==> src/rtl/serial_subtractor.sv <==
// Digit-serial subtractor: diff = a - b - bin over WIDTH bits, DIGIT bits per clock,
// with a registered borrow chain, valid/ready handshakes, unsigned borrow and signed overflow flags.
module serial_subtractor #(
  parameter int WIDTH = 8,
  parameter int DIGIT = 1
) (
  input  logic             clk,
  input  logic             rst_n,
  input  logic             in_valid,
  output logic             in_ready,
  input  logic [WIDTH-1:0] a,
  input  logic [WIDTH-1:0] b,
  input  logic             bin,
  output logic             out_valid,
  input  logic             out_ready,
  output logic [WIDTH-1:0] diff,
  output logic             bout,
  output logic             ovf,
  output logic             busy
);

  localparam int N  = WIDTH / DIGIT;
  localparam int CW = (N > 1) ? $clog2(N) : 1;
  localparam logic [CW-1:0] LAST = CW'(N - 1);

  generate
    if ((WIDTH < 2) || (DIGIT < 1) || (DIGIT > WIDTH) || ((WIDTH % DIGIT) != 0)) begin : g_bad_params
      $error("serial_subtractor: WIDTH must be >= 2 and a multiple of DIGIT, 1 <= DIGIT <= WIDTH");
    end
  endgenerate

  typedef enum logic [1:0] {
    IDLE = 2'd0,
    CALC = 2'd1,
    DONE = 2'd2
  } state_e;

  state_e             state_q, state_d;
  logic [WIDTH-1:0]   a_q, a_d;
  logic [WIDTH-1:0]   b_q, b_d;
  logic [WIDTH-1:0]   res_q, res_d;
  logic [WIDTH-1:0]   diff_q, diff_d;
  logic               borrow_q, borrow_d;
  logic               bout_q, bout_d;
  logic               ovf_q, ovf_d;
  logic [CW-1:0]      cnt_q, cnt_d;
  logic [DIGIT:0]     sub_s;

  // State register
  always_ff @(posedge clk or negedge rst_n) begin
    if (!rst_n) begin
      state_q <= IDLE;
    end else begin
      state_q <= state_d;
    end
  end

  // Next-state decode
  always_comb begin
    state_d = state_q;
    case (state_q)
      IDLE: begin
        if (in_valid) begin
          state_d = CALC;
        end else begin
          state_d = IDLE;
        end
      end
      CALC: begin
        if (cnt_q == LAST) begin
          state_d = DONE;
        end else begin
          state_d = CALC;
        end
      end
      DONE: begin
        if (out_ready) begin
          state_d = IDLE;
        end else begin
          state_d = DONE;
        end
      end
      default: state_d = IDLE;
    endcase
  end

  // Handshake and status outputs decoded from the state register only
  always_comb begin
    in_ready  = 1'b0;
    out_valid = 1'b0;
    busy      = 1'b0;
    case (state_q)
      IDLE:    in_ready  = 1'b1;
      CALC:    busy      = 1'b1;
      DONE:    out_valid = 1'b1;
      default: in_ready  = 1'b0;
    endcase
  end

  // One digit slice: low DIGIT bits of each operand minus the carried borrow
  always_comb begin
    sub_s = {1'b0, a_q[DIGIT-1:0]} - {1'b0, b_q[DIGIT-1:0]} - {{DIGIT{1'b0}}, borrow_q};
  end

  // Datapath next-state: operand latch, slice accumulation, result publish on the last step
  always_comb begin
    a_d      = a_q;
    b_d      = b_q;
    res_d    = res_q;
    diff_d   = diff_q;
    borrow_d = borrow_q;
    bout_d   = bout_q;
    ovf_d    = ovf_q;
    cnt_d    = cnt_q;
    case (state_q)
      IDLE: begin
        if (in_valid) begin
          a_d      = a;
          b_d      = b;
          borrow_d = bin;
          res_d    = '0;
          cnt_d    = '0;
        end else begin
          cnt_d    = cnt_q;
        end
      end
      CALC: begin
        res_d[int'(cnt_q)*DIGIT +: DIGIT] = sub_s[DIGIT-1:0];
        a_d      = a_q >> DIGIT;
        b_d      = b_q >> DIGIT;
        borrow_d = sub_s[DIGIT];
        cnt_d    = cnt_q + CW'(1);
        if (cnt_q == LAST) begin
          // The MSB's borrow-in is recoverable as a ^ b ^ diff at that bit.
          diff_d = res_d;
          bout_d = sub_s[DIGIT];
          ovf_d  = a_q[DIGIT-1] ^ b_q[DIGIT-1] ^ sub_s[DIGIT-1] ^ sub_s[DIGIT];
        end else begin
          diff_d = diff_q;
        end
      end
      DONE: begin
        cnt_d = cnt_q;
      end
      default: begin
        cnt_d = '0;
      end
    endcase
  end

  // Datapath registers
  always_ff @(posedge clk or negedge rst_n) begin
    if (!rst_n) begin
      a_q      <= '0;
      b_q      <= '0;
      res_q    <= '0;
      diff_q   <= '0;
      borrow_q <= 1'b0;
      bout_q   <= 1'b0;
      ovf_q    <= 1'b0;
      cnt_q    <= '0;
    end else begin
      a_q      <= a_d;
      b_q      <= b_d;
      res_q    <= res_d;
      diff_q   <= diff_d;
      borrow_q <= borrow_d;
      bout_q   <= bout_d;
      ovf_q    <= ovf_d;
      cnt_q    <= cnt_d;
    end
  end

  assign diff = diff_q;
  assign bout = bout_q;
  assign ovf  = ovf_q;

endmodule

==> config.mk <==
export PLATFORM = sky130hd
export DESIGN_NAME = serial_subtractor
export DESIGN_NICKNAME = d
export VERILOG_FILES = /design/src/rtl/serial_subtractor.sv
export SDC_FILE = /design/constraint.sdc
export NUM_CORES = 1
export LEC_CHECK = 0
export CAP_MARGIN = 30
export CORE_MARGIN = 1
export CORE_UTILIZATION = 40
export CTS_BUF_LIST = sky130_fd_sc_hd__clkbuf_16
export DETAILED_ROUTE_END_ITERATION = 10
export GPL_ROUTABILITY_DRIVEN = 0
export PLACE_DENSITY_LB_ADDON = 0.15
export SLEW_MARGIN = 5
export SYNTH_ARGS = -nofsm -noshare
export SYNTH_HDL_FRONTEND = slang
export SYNTH_SLANG_ARGS = --single-unit
==> constraint.sdc <==
create_clock -name clk -period 3.5 [get_ports clk]
set_clock_uncertainty 0.1 [all_clocks]
set_input_delay 0.35 -clock clk [delete_from_list [all_inputs] [get_ports clk]]
set_output_delay 0.35 -clock clk [all_outputs]
set_load 0.01 [all_outputs]
After elaboration in Yosys (flattened, before gate mapping):

Cells that the tools add are included.

* flip-flop bits (word level): 40
* output and inout bits: 13

* $add $sub $neg: 4
* eq/ne operators: 4
* shifts and indexed selects: 2
* mux-type cells: 18
* bitwise operators: 4
* reductions and logical operators: 5

Operators with widths (number)
* one-hot mux 8 bit (2 select lines): 3
* negator 3 -> 33 bit: 1
* variable shift 1 x 33 -> 8 bit (first input constant): 1
* variable part select 1 x 33 -> 8 bit: 1
* two-way mux 8 bit: 3
* one-hot mux 3 bit (3 select lines): 1
* bitwise mux 8 bit: 1
* one-hot mux 2 bit (3 select lines): 1
* AND reduction 2 bit: 3
* two-way mux 1 bit: 5
* two-way mux 2 bit: 2
* adder 3 x 1 -> 3 bit (second input constant): 1
* equality test 3 bit (second input constant): 1
* two-way mux 3 bit: 1
* bitwise XOR 1 bit: 3
* equality test 2 x 1 -> 1 bit (second input constant): 1
* equality test 2 bit (second input constant): 1
* logical NOT 2 bit: 1
* != test 2 bit (second input constant): 1
* one-hot mux 1 bit (2 select lines): 1
* nonzero test 2 bit: 1
* subtractor 1 x 1 -> 2 bit: 1
* subtractor 2 x 1 -> 2 bit: 1
* NOT 1 bit: 1

Depth between registers and ports, before layout:

Gate-level depths: netlist (run 1).

* word-level depth: 5
* mapped depth: 8
* depth with buffers taken out: 7

Worst setup path before layout (run 1):

Ideal clock, no wire load.

* path type: reg-to-reg
* start point: reg cnt_q[0]
* end point: reg res_q[6]
* setup time: 0.121 ns
* data arrival time: 1.758 ns
* slack: 1.521 ns
* stages on the path, launching flop included: 8
* clock period less this slack: 1.979 ns
* cell sequence: dfrtp_1 -> buf_2 -> inv_1 -> ha_1 -> ha_1 -> nor4_2 -> o21ai_1 -> a22o_1

* cells in the longest elaborated chain, start to end: 4
* elaborated cells on any way between the ends: 5
* classes of those cells: add/sub: 1; shift: 2; mux: 2

RTL lines
* start, declared: line 46 `logic [CW-1:0] cnt_q, cnt_d;`
* start signal, assigned: line 170 `cnt_q <= cnt_d;`
* negator 3 -> 33 bit (*): line 128 `res_d[int'(cnt_q)*DIGIT +: DIGIT] = sub_s[DIGIT-1:0];`
* variable part select 1 x 33 -> 8 bit or variable shift 1 x 33 -> 8 bit (tied branches): line 128
* bitwise mux 8 bit (*): line 128
* one-hot mux 8 bit (2 select lines) (*): line 115 `case (state_q)`
* end signal, assigned: line 165 `res_q <= res_d;`
* end, declared: line 41 `logic [WIDTH-1:0] res_q, res_d;`

Mark *: on every way between the ends. The rest lies on a longest branch, timed or not.
A chain may end at the register's enable or synchronous reset.

Worst setup path in the final report (run 1):

* start point: reg state_q[1]
* end point: out busy

* cells in the longest elaborated chain, start to end: 2

RTL lines
* start, declared: line 38 `state_e state_q, state_d;`
* start signal, assigned: line 54 `state_q <= state_d;`
* equality test 2 x 1 -> 1 bit: line 92 `case (state_q)`
* two-way mux 1 bit: line 92
* end, declared: line 19 `output logic busy`

Every way passes these cells.

==> results of run 1 <==
flip-flops by register name (all words and copies together) (netlist names):
name,cells
state_q,2
diff,8
borrow_q,1
a_q,8
bout,1
b_q,8
res_q,8
ovf,1
cnt_q,3
synth_stat cells, types with 2 or more instances:
cell type,number,area [sq um]
dfrtp_1,40,1001
nand2_1,40,150.1
nor2_1,23,86.33
a31oi_1,16,100.1
o21ai_1,14,70.07
inv_1,9,33.78
a21oi_1,8,40.04
mux2i_1,6,60.06
buf_2,5,25.02
buf_6,5,56.30
nand2b_1,5,31.28
nor2b_1,5,31.28
a22o_1,4,35.03
ha_1,4,50.05
nor3_2,4,40.04
a32o_1,3,30.03
nand2b_4,3,41.29
nor2_2,3,18.77
o21ai_0,3,15.01
buf_4,2,15.01
nor2_4,2,22.52
nor4_2,2,25.02
o22ai_1,2,12.51
xnor2_1,2,17.52
through the flow:
step / std cells / power [W]
2_1_floorplan: 223 / 0.001850
3_3_place_gp: 313 / 0.002109
3_5_place_dp: 313 / 0.002136
4_1_cts: 321 / 0.002579
5_1_grt: 321 / 0.002778
6_report: 321 / 0.002547
final cells by class:
type                       instances  area share
clock buffer                       5     0.04864
clock inverter                     3    0.004377
inverter                          10     0.01654
multi-input combinational        160      0.3808
sequential                        40      0.3891
tap                               70     0.03405
timing repair buffer              33      0.1265
worst max path at each step:
stage	from	endpoint	slack (ps)
5_1_grt	state_q[1]	busy	970
3_5_place_dp	in_valid	res_q[5]	1320
6_report	state_q[1]	busy	1080
3_3_place_gp	cnt_q[0]	res_q[6]	1330
4_1_cts	state_q[1]	busy	1070
2_1_floorplan	cnt_q[0]	res_q[6]	1520
metal layers:
metal | up-vias | routed length [um] | GRT usage
li1 | 819 | - | -
met4 | 0 | 64 | 0.07128
met3 | 7 | 160 | 0.04016
met5 | - | 0 | 0
met2 | 45 | 1951 | 0.2843
met1 | 750 | 1947 | 0.2154
power by group through the flow:
stage / Clock [W] / Sequential [W] / Combinational [W]
after floorplan: 0 / 0.000786 / 0.00106
after global placement: 0 / 0.000815 / 0.00129
after detailed placement: 0 / 0.000824 / 0.00131
after CTS: 0.000440 / 0.000815 / 0.00132
after global routing: 0.000459 / 0.000845 / 0.00147
final: 0.000428 / 0.000814 / 0.00130
logic make-up (layout without fill, tap and decap cells):
| group | after synthesis | in the layout |
|---|---|---|
| flip-flops | 40 | 40 |
| AND/OR/NAND/NOR | 92 | 92 |
| buffers and inverters | 23 | 51 |
| XOR/XNOR | 3 | 3 |
| AO/OA/AOI/OAI | 54 | 54 |
| multiplexers | 6 | 6 |
| adder cells (fa/ha/maj) | 5 | 5 |
==> flow_summary.yaml, run 1 <==
outcome:
  outcome: "complete, no violations"
timing:
  drv_slew: 0
  tightest_slew_ps: 895.2
  fin_crit_sh: 0.6914
  setup-violations-final: 0
  fin_tns_setup_ps: 0
  worst_slack_ps: 1080
  max_slew_margin: 0.4032
  finalHoldViolations: 0
  rsz0062_at_grt: "no"
  fin_hold_ws_ps: 77.53
  period_minus_slack_ps: 2420
  max_freq_ghz: 0.4132
global_routing:
  antenna_found_initial: 0
  grt_max_degree: 41
  grt_pass1_vias: 1577
  grt_pass1_wl_mm: 7.182
  grt_usage: 0.1716
  grt_overflow: 0
final_layout:
  diodes: 0
  multi_input_area_sq_um: 979.7
  nets: 276
  syn2layout_area_growth_pct: 21.16
  final_cell_mix: "nand2_1, dfrtp_1, clkdlybuf4s50_1"
  n_fill_cell: 523
  drive_gt1_frac: 0.09562
  regArea_sq_um: 1001
  post-route-util: 0.5037
  final_cell_area_sq_um: 2572
pwr:
  p_leak_nw: 1.117
  comb_power_share: 0.512
  p_sw_w: 0.001050
  p_seq_frac: 0.320
  ir_drop_mv: 0.3696
  switching_share: 0.4122
  p_int_w: 0.001497
  power_density_nw_per_um2: 989.9
  pwr-share-clk: 0.168
drt:
  wl_per_cell_um: 12.84
  via_per_inst: 5.050
  wl_mm: 4.123
  vias: 1621
  drc: 0
  drtIter0Drc: 69
  firstDrtPassIters: 4
  ant_nets: 0
synth:
  synth_compound_area_frac: 0.1585
  syn_area_per_cell_sq_um: 9.521
  synth_top_family_by_area: "simple AND/OR/NAND/NOR gates"
  ys_seq_area_frac: 0.4714
  ys.flop_type: "dfrtp_1"
  synth_cells: 223
  yosysWarnings: 0
  synth-seq-cells: 40
  synthesis.nets: 249
  synth_mux_area_frac: 0.02829
  netlist_area_sq_um: 2123
  synth_xor_area_frac: 0.01237
  synth-simple-area-share: 0.2292
  ys_types: 37
  synth_edf_count: 0
  async_reset_ff_frac: 1.000
  synthAdderAreaFrac: 0.03300
clocking:
  post-cts-setup-buffers: 0
  numCtsBuffers: 5
  clkSinkCount: 40
  path_clk_slew_ps: 60
  hold_buffers: 0
  cts.path.max_buffers: 2
  post_cts_resized: 0
  cts_root_buf: "clkbuf_16"
  cts_tree: "yes"
  insertion_delay_ps: 280
  htree_levels: 2
setup_path:
  crit_type: "reg2out"
  path_depth: 3
  worst_ep_arrival_time_ps: 1970
  worst-path-buf-inv: 2
  critical_path_required_ps: 3050
  crit_fanout: 25
  cpLargestDelayFamily: "buffers and inverters"
  crit_path_cell_trace: "nand2b_4 > inv_6 > clkdlybuf4s50_1"
  timing.rr.start: "cnt_q[0]"
  endpoint_kind: "output port"
  critPathLaunchType: "register"
  reg2reg_slack_ps: 1300
  rr_worst_depth: 7
  timing.rr.end: "res_q[4]"
  critPathMaxStageDelay_ps: 580
  slowest_stage: "clkdlybuf4s50_1"
floorplan:
  num_rows: 26
  initial_core_util: 0.4157
  dieArea_sq_um: 5603
  core-area_sq_um: 5107
  ios: 34
  die_w_um: 74.86
  die_h_um: 74.86
place:
  port_buffers: 33
  dp_hpwl_mm: 2.833
  dp_slack_ps: 1321
  placed_cell_area_sq_um: 2436
worst_hold_path:
  min_path_type: "in2async"
run:
  drv_cap: 0
Power figures use the tool's default switching activity.
==> inputs of run 2 (changes only) <==
==> constraint.sdc (replaced) <==
create_clock -name clk -period 2.44 [get_ports clk]
set_clock_uncertainty 0.1 [all_clocks]
set_input_delay 0.244 -clock clk [delete_from_list [all_inputs] [get_ports clk]]
set_output_delay 0.244 -clock clk [all_outputs]
set_load 0.01 [all_outputs]
==> run 2 against run 1 <==
Effect of this change:
- utilization increased by 1.4 points
- combinational power grew 52%
- register-to-register slack got worse by 820 ps
- cell count grew 2.2%
- critical endpoint unchanged
- sequential cell count unchanged
- highest routed layer unchanged
- design area grew 2.8%
- wire length is 0.44% higher
- setup slack worse by 770 ps
- non-clock buffer count is 8 higher
==> flow_summary.yaml, run 2 (same netlist as run 1, synthesis figures left out) <==
outcome:
  outcome: "complete, no violations"
floorplan:
  die_w_um: 74.86
  ios: 34
  die_h_um: 74.86
  num_rows: 26
  initial_core_util: 0.4157
  dieArea_sq_um: 5603
  core-area_sq_um: 5107
setup_path:
  cpLargestDelayFamily: "buffers and inverters"
  slowest_stage: "dfrtp_1"
  worst-path-buf-inv: 2
  critical_path_required_ps: 2100
  critPathLaunchType: "register"
  worst_ep_arrival_time_ps: 1790
  crit_type: "reg2out"
  crit_path_cell_trace: "nand2b_4 > inv_6 > clkdlybuf4s50_1"
  endpoint_kind: "output port"
  crit_fanout: 16
  critPathMaxStageDelay_ps: 580
place:
  port_buffers: 33
  place_inst: 319
  dp_hpwl_mm: 2.866
pwr:
  switching_share: 0.4037
  comb_power_share: 0.532
  ir_drop_mv: 0.5424
  p_seq_frac: 0.304
  p_sw_w: 0.001504
  p_int_w: 0.002221
  pwr-share-clk: 0.164
  power_density_nw_per_um2: 1408
  p_leak_nw: 1.157
timing:
  rsz0062_at_grt: "no"
  max_freq_ghz: 0.4695
  tightest_slew_ps: 406.3
  period_minus_slack_ps: 2130
  fin_tns_setup_ps: 0
  setup-violations-final: 0
  finalHoldViolations: 0
  fin_crit_sh: 0.8730
  drv_slew: 0
  max_slew_margin: 0.7292
clocking:
  cts_tree: "yes"
  numCtsBuffers: 5
  post-cts-setup-buffers: 0
  htree_levels: 2
  path_clk_slew_ps: 60
  cts.path.max_buffers: 2
  cts_root_buf: "clkbuf_16"
  insertion_delay_ps: 280
  clkSinkCount: 40
final_layout:
  multi_input_area_sq_um: 979.7
  diodes: 0
  final_cell_mix: "nand2_1, dfrtp_1, clkdlybuf4s50_1"
  syn2layout_area_growth_pct: 24.57
  post-route-util: 0.5179
  n_fill_cell: 509
  finalNonFillerCells: 328
  drive_gt1_frac: 0.1240
  nets: 284
  regArea_sq_um: 1001
global_routing:
  grt_pass1_vias: 1490
  grt_pass1_wl_mm: 7.169
  grt_usage: 0.1758
  grt_max_degree: 41
  antenna_found_initial: 0
  grt_overflow: 0
drt:
  firstDrtPassIters: 4
  ant_nets: 0
  via_per_inst: 4.896
  drtIter0Drc: 89
  wl_mm: 4.141
  wl_per_cell_um: 12.63
  drc: 0
  vias: 1606
worst_hold_path:
  min_path_type: "in2async"
run:
  drv_cap: 0
[run 2: cell count changes in the layout (fill, tap and decap cells not counted)]
cell	change
buf_4	+6
buf_12	+1
clkinv_1	-1
clkinv_2	+1
dlygate4sd3_1	+1
inv_1	-1
[run 2: layer usage]
metal | global-route usage | vias to the layer above | routed length (um)
met5 | 0 | - | 0
met4 | 0.07547 | 0 | 59
met3 | 0.04819 | 6 | 132
met2 | 0.2653 | 29 | 1877
met1 | 0.2375 | 740 | 2071
li1 | - | 831 | -
[run 2: final cells by class]
cell class                 count  share of cell area
timing repair buffer          41              0.1514
clock buffer                   5             0.04730
inverter                      10             0.01608
multi-input combinational    160              0.3704
tap                           70             0.03311
sequential                    40              0.3784
clock inverter                 2            0.003311
[run 2: through the flow]
| step | power, W | setup WS (ps) | area, sq um | hold WS [ps] |
|---|---|---|---|---|
| after detailed placement | 0.003141 | 496.9 | 2481 | 332.9 |
| after CTS | 0.003772 | 279.6 | 2615 | 24.98 |
| after global placement | 0.003114 | 536.5 | 2481 | 334.4 |
| final | 0.003724 | 309.9 | 2645 | 331.9 |
| after global routing | 0.004059 | 208.4 | 2645 | 370.0 |
| after floorplan | 0.002653 | 461.0 | 2123 | -151.6 |
[run 2: repair_timing]
action / 4_1_cts / 5_1_grt
hold buffers: 0 / 1
resized for setup: 0 / 0
endpoints found under the hold margin: 0 / 15
[run 2: final timing paths]
kind / from / slack (ps) / depth (start not counted) / endpoint
setup / recovery: state_q[0] / 310 / 3 / busy
hold / removal: rst_n / 330 / 2 / ovf
setup reg to reg: cnt_q[1] / 480 / 6 / res_q[6]
hold reg to reg: diff[1] / 380 / 2 / diff[1]
max in group asynchronous: rst_n / 1440 / 3 / b_q[3]
min in group clk: diff[1] / 380 / 2 / diff[1]
[run 2: worst reg2reg max path, stage by stage (launching register included)]
cell	delay, ps
dfrtp_1	400
inv_1	60
ha_1	170
ha_1	420
nor4_2	420
o21ai_1	90
a22o_1	180
[run 2: power by group through the flow]
stage | sequential, W | clock (W) | combinational [W]
after floorplan | 0.00113 | 0 | 0.00152
after global placement | 0.00114 | 0 | 0.00198
after detailed placement | 0.00114 | 0 | 0.00200
after CTS | 0.00113 | 0.000630 | 0.00201
after global routing | 0.00118 | 0.000657 | 0.00222
final | 0.00113 | 0.000610 | 0.00198
==> inputs of run 3 (changes only) <==
--- a/config.mk
+++ b/config.mk
@@ -11,7 +11,6 @@
 export CTS_BUF_LIST = sky130_fd_sc_hd__clkbuf_16
 export DETAILED_ROUTE_END_ITERATION = 10
 export GPL_ROUTABILITY_DRIVEN = 0
-export PLACE_DENSITY_LB_ADDON = 0.15
 export SLEW_MARGIN = 5
 export SYNTH_ARGS = -nofsm -noshare
 export SYNTH_HDL_FRONTEND = slang
==> run 3 against run 2 <==
Effect of this change:
- maximum frequency increased by 0.32%
- non-clock buffer count down 1
- cell count did not move
- utilization barely moved
- largest cell class unchanged
==> flow_summary.yaml, run 3 (same netlist as run 1, synthesis figures left out) <==
clocking:
  cts_root_buf: "clkbuf_16"
  post-cts-setup-buffers: 0
  cts.path.max_buffers: 2
  numCtsBuffers: 5
  path_clk_slew_ps: 60
  htree_levels: 2
  cts_tree: "yes"
  clkSinkCount: 40
  insertion_delay_ps: 280
timing:
  fin_crit_sh: 0.8702
  max_slew_margin: 0.7189
  drv_slew: 0
  setup-violations-final: 0
  max_freq_ghz: 0.4710
  worst_slack_ps: 316.8
  rsz0062_at_grt: "no"
  fin_hold_ws_ps: 338.9
  period_minus_slack_ps: 2123
  finalHoldViolations: 0
  fin_tns_setup_ps: 0
  tightest_slew_ps: 421.7
final_layout:
  n_fill_cell: 496
  diodes: 0
  drive_gt1_frac: 0.1163
  final_cell_mix: "nand2_1, dfrtp_1, clkdlybuf4s50_1"
  finalNonFillerCells: 328
  syn2layout_area_growth_pct: 24.69
  nets: 283
drt:
  wl_per_cell_um: 12.49
  drtIter0Drc: 89
  drc: 0
  vias: 1620
  firstDrtPassIters: 4
  wl_mm: 4.097
  ant_nets: 0
  via_per_inst: 4.939
run:
  drv_cap: 0
worst_hold_path:
  min_path_type: "in2async"
setup_path:
  crit_path_cell_trace: "nand2b_4 > inv_6 > clkdlybuf4s50_1"
  crit_type: "reg2out"
  crit_fanout: 16
  endpoint_kind: "output port"
  critical_path_required_ps: 2100
  worst_ep_arrival_time_ps: 1780
  worst-path-buf-inv: 2
  slowest_stage: "clkdlybuf4s50_1"
  critPathMaxStageDelay_ps: 550
  critPathLaunchType: "register"
  cpLargestDelayFamily: "buffers and inverters"
global_routing:
  grt_pass1_wl_mm: 7.493
  grt_max_degree: 41
  antenna_found_initial: 0
  grt_pass1_vias: 1628
  grt_overflow: 0
  grt_usage: 0.1768
place:
  port_buffers: 33
  dp_slack_ps: 501.4
  place_inst: 318
  dp_hpwl_mm: 2.856
floorplan:
  die_w_um: 74.86
  dieArea_sq_um: 5603
  num_rows: 26
  ios: 34
  die_h_um: 74.86
  core-area_sq_um: 5107
  initial_core_util: 0.4157
pwr:
  ir_drop_mv: 0.5594
  p_leak_nw: 1.158
  power_density_nw_per_um2: 1404
outcome:
  outcome: "complete, no violations"
==> run 3: cell types whose count changed in the layout (fill, tap and decap cells not counted), sizes merged <==
cell / delta
buf: -1
inv: +1
==> run 3: per-layer routing <==
layer / GRT usage / part of all wire / vias to the layer above
met5: 0 / 0 / -
met4: 0.05660 / 0.010 / 0
met3: 0.03614 / 0.027 / 5
met2: 0.2793 / 0.45 / 29
met1: 0.2443 / 0.51 / 751
li1: - / - / 835
==> run 3: through the flow <==
step	power [W]	cell area (sq um)	util
after floorplan	0.002653	2123	-
after global placement	0.003105	2474	0.4843
after detailed placement	0.003127	2474	0.4843
after CTS	0.003753	2610	0.5110
after global routing	0.004067	2648	0.5184
final	0.003718	2648	0.5184
==> run 3: report_power, final <==
group          internal [W]  switching, W
registers          0.000955      0.000189
clock network      0.000367      0.000238
logic              0.000894       0.00107
total               0.00222       0.00150
==> run 3: path summary, 6_finish.rpt <==
kind,from,endpoint,slack (ps),cells past startpoint
max reg2reg,cnt_q[1],res_q[4],500,7
min,rst_n,diff[6],340,2
max in group asynchronous,rst_n,a_q[4],1440,3
min reg2reg,diff[1],diff[1],380,2
max,state_q[1],busy,320,3
min in group clk,diff[1],diff[1],380,2
==> run 3: worst register-to-register path, delay by kind of cell (launching register included) <==
| family | cells | cell delay [ps] |
|---|---|---|
| adders and majority gates | 2 | 650 |
| DFF | 1 | 390 |
| and+or+nand+nor | 2 | 350 |
| AOI/OAI and AO/OA | 2 | 270 |
| buffers and inverters | 1 | 60 |
==> run 3: final cells by class <==
type	instances	area, sq um	area share
Sequential cell	40	1001	0.3781
Multi-Input combinational cell	160	979.7	0.3700
Timing Repair Buffer	40	400.4	0.1512
Clock buffer	5	125.1	0.04726
Tap cell	70	87.58	0.03308
Inverter	10	42.54	0.01607
Clock inverter	3	11.26	0.004253
==> run 3: what timing repair did <==
action                                 4_1_cts  5_1_grt
endpoints found under the hold margin        0       16
hold buffers                                 0        1
resized for setup                            0        0
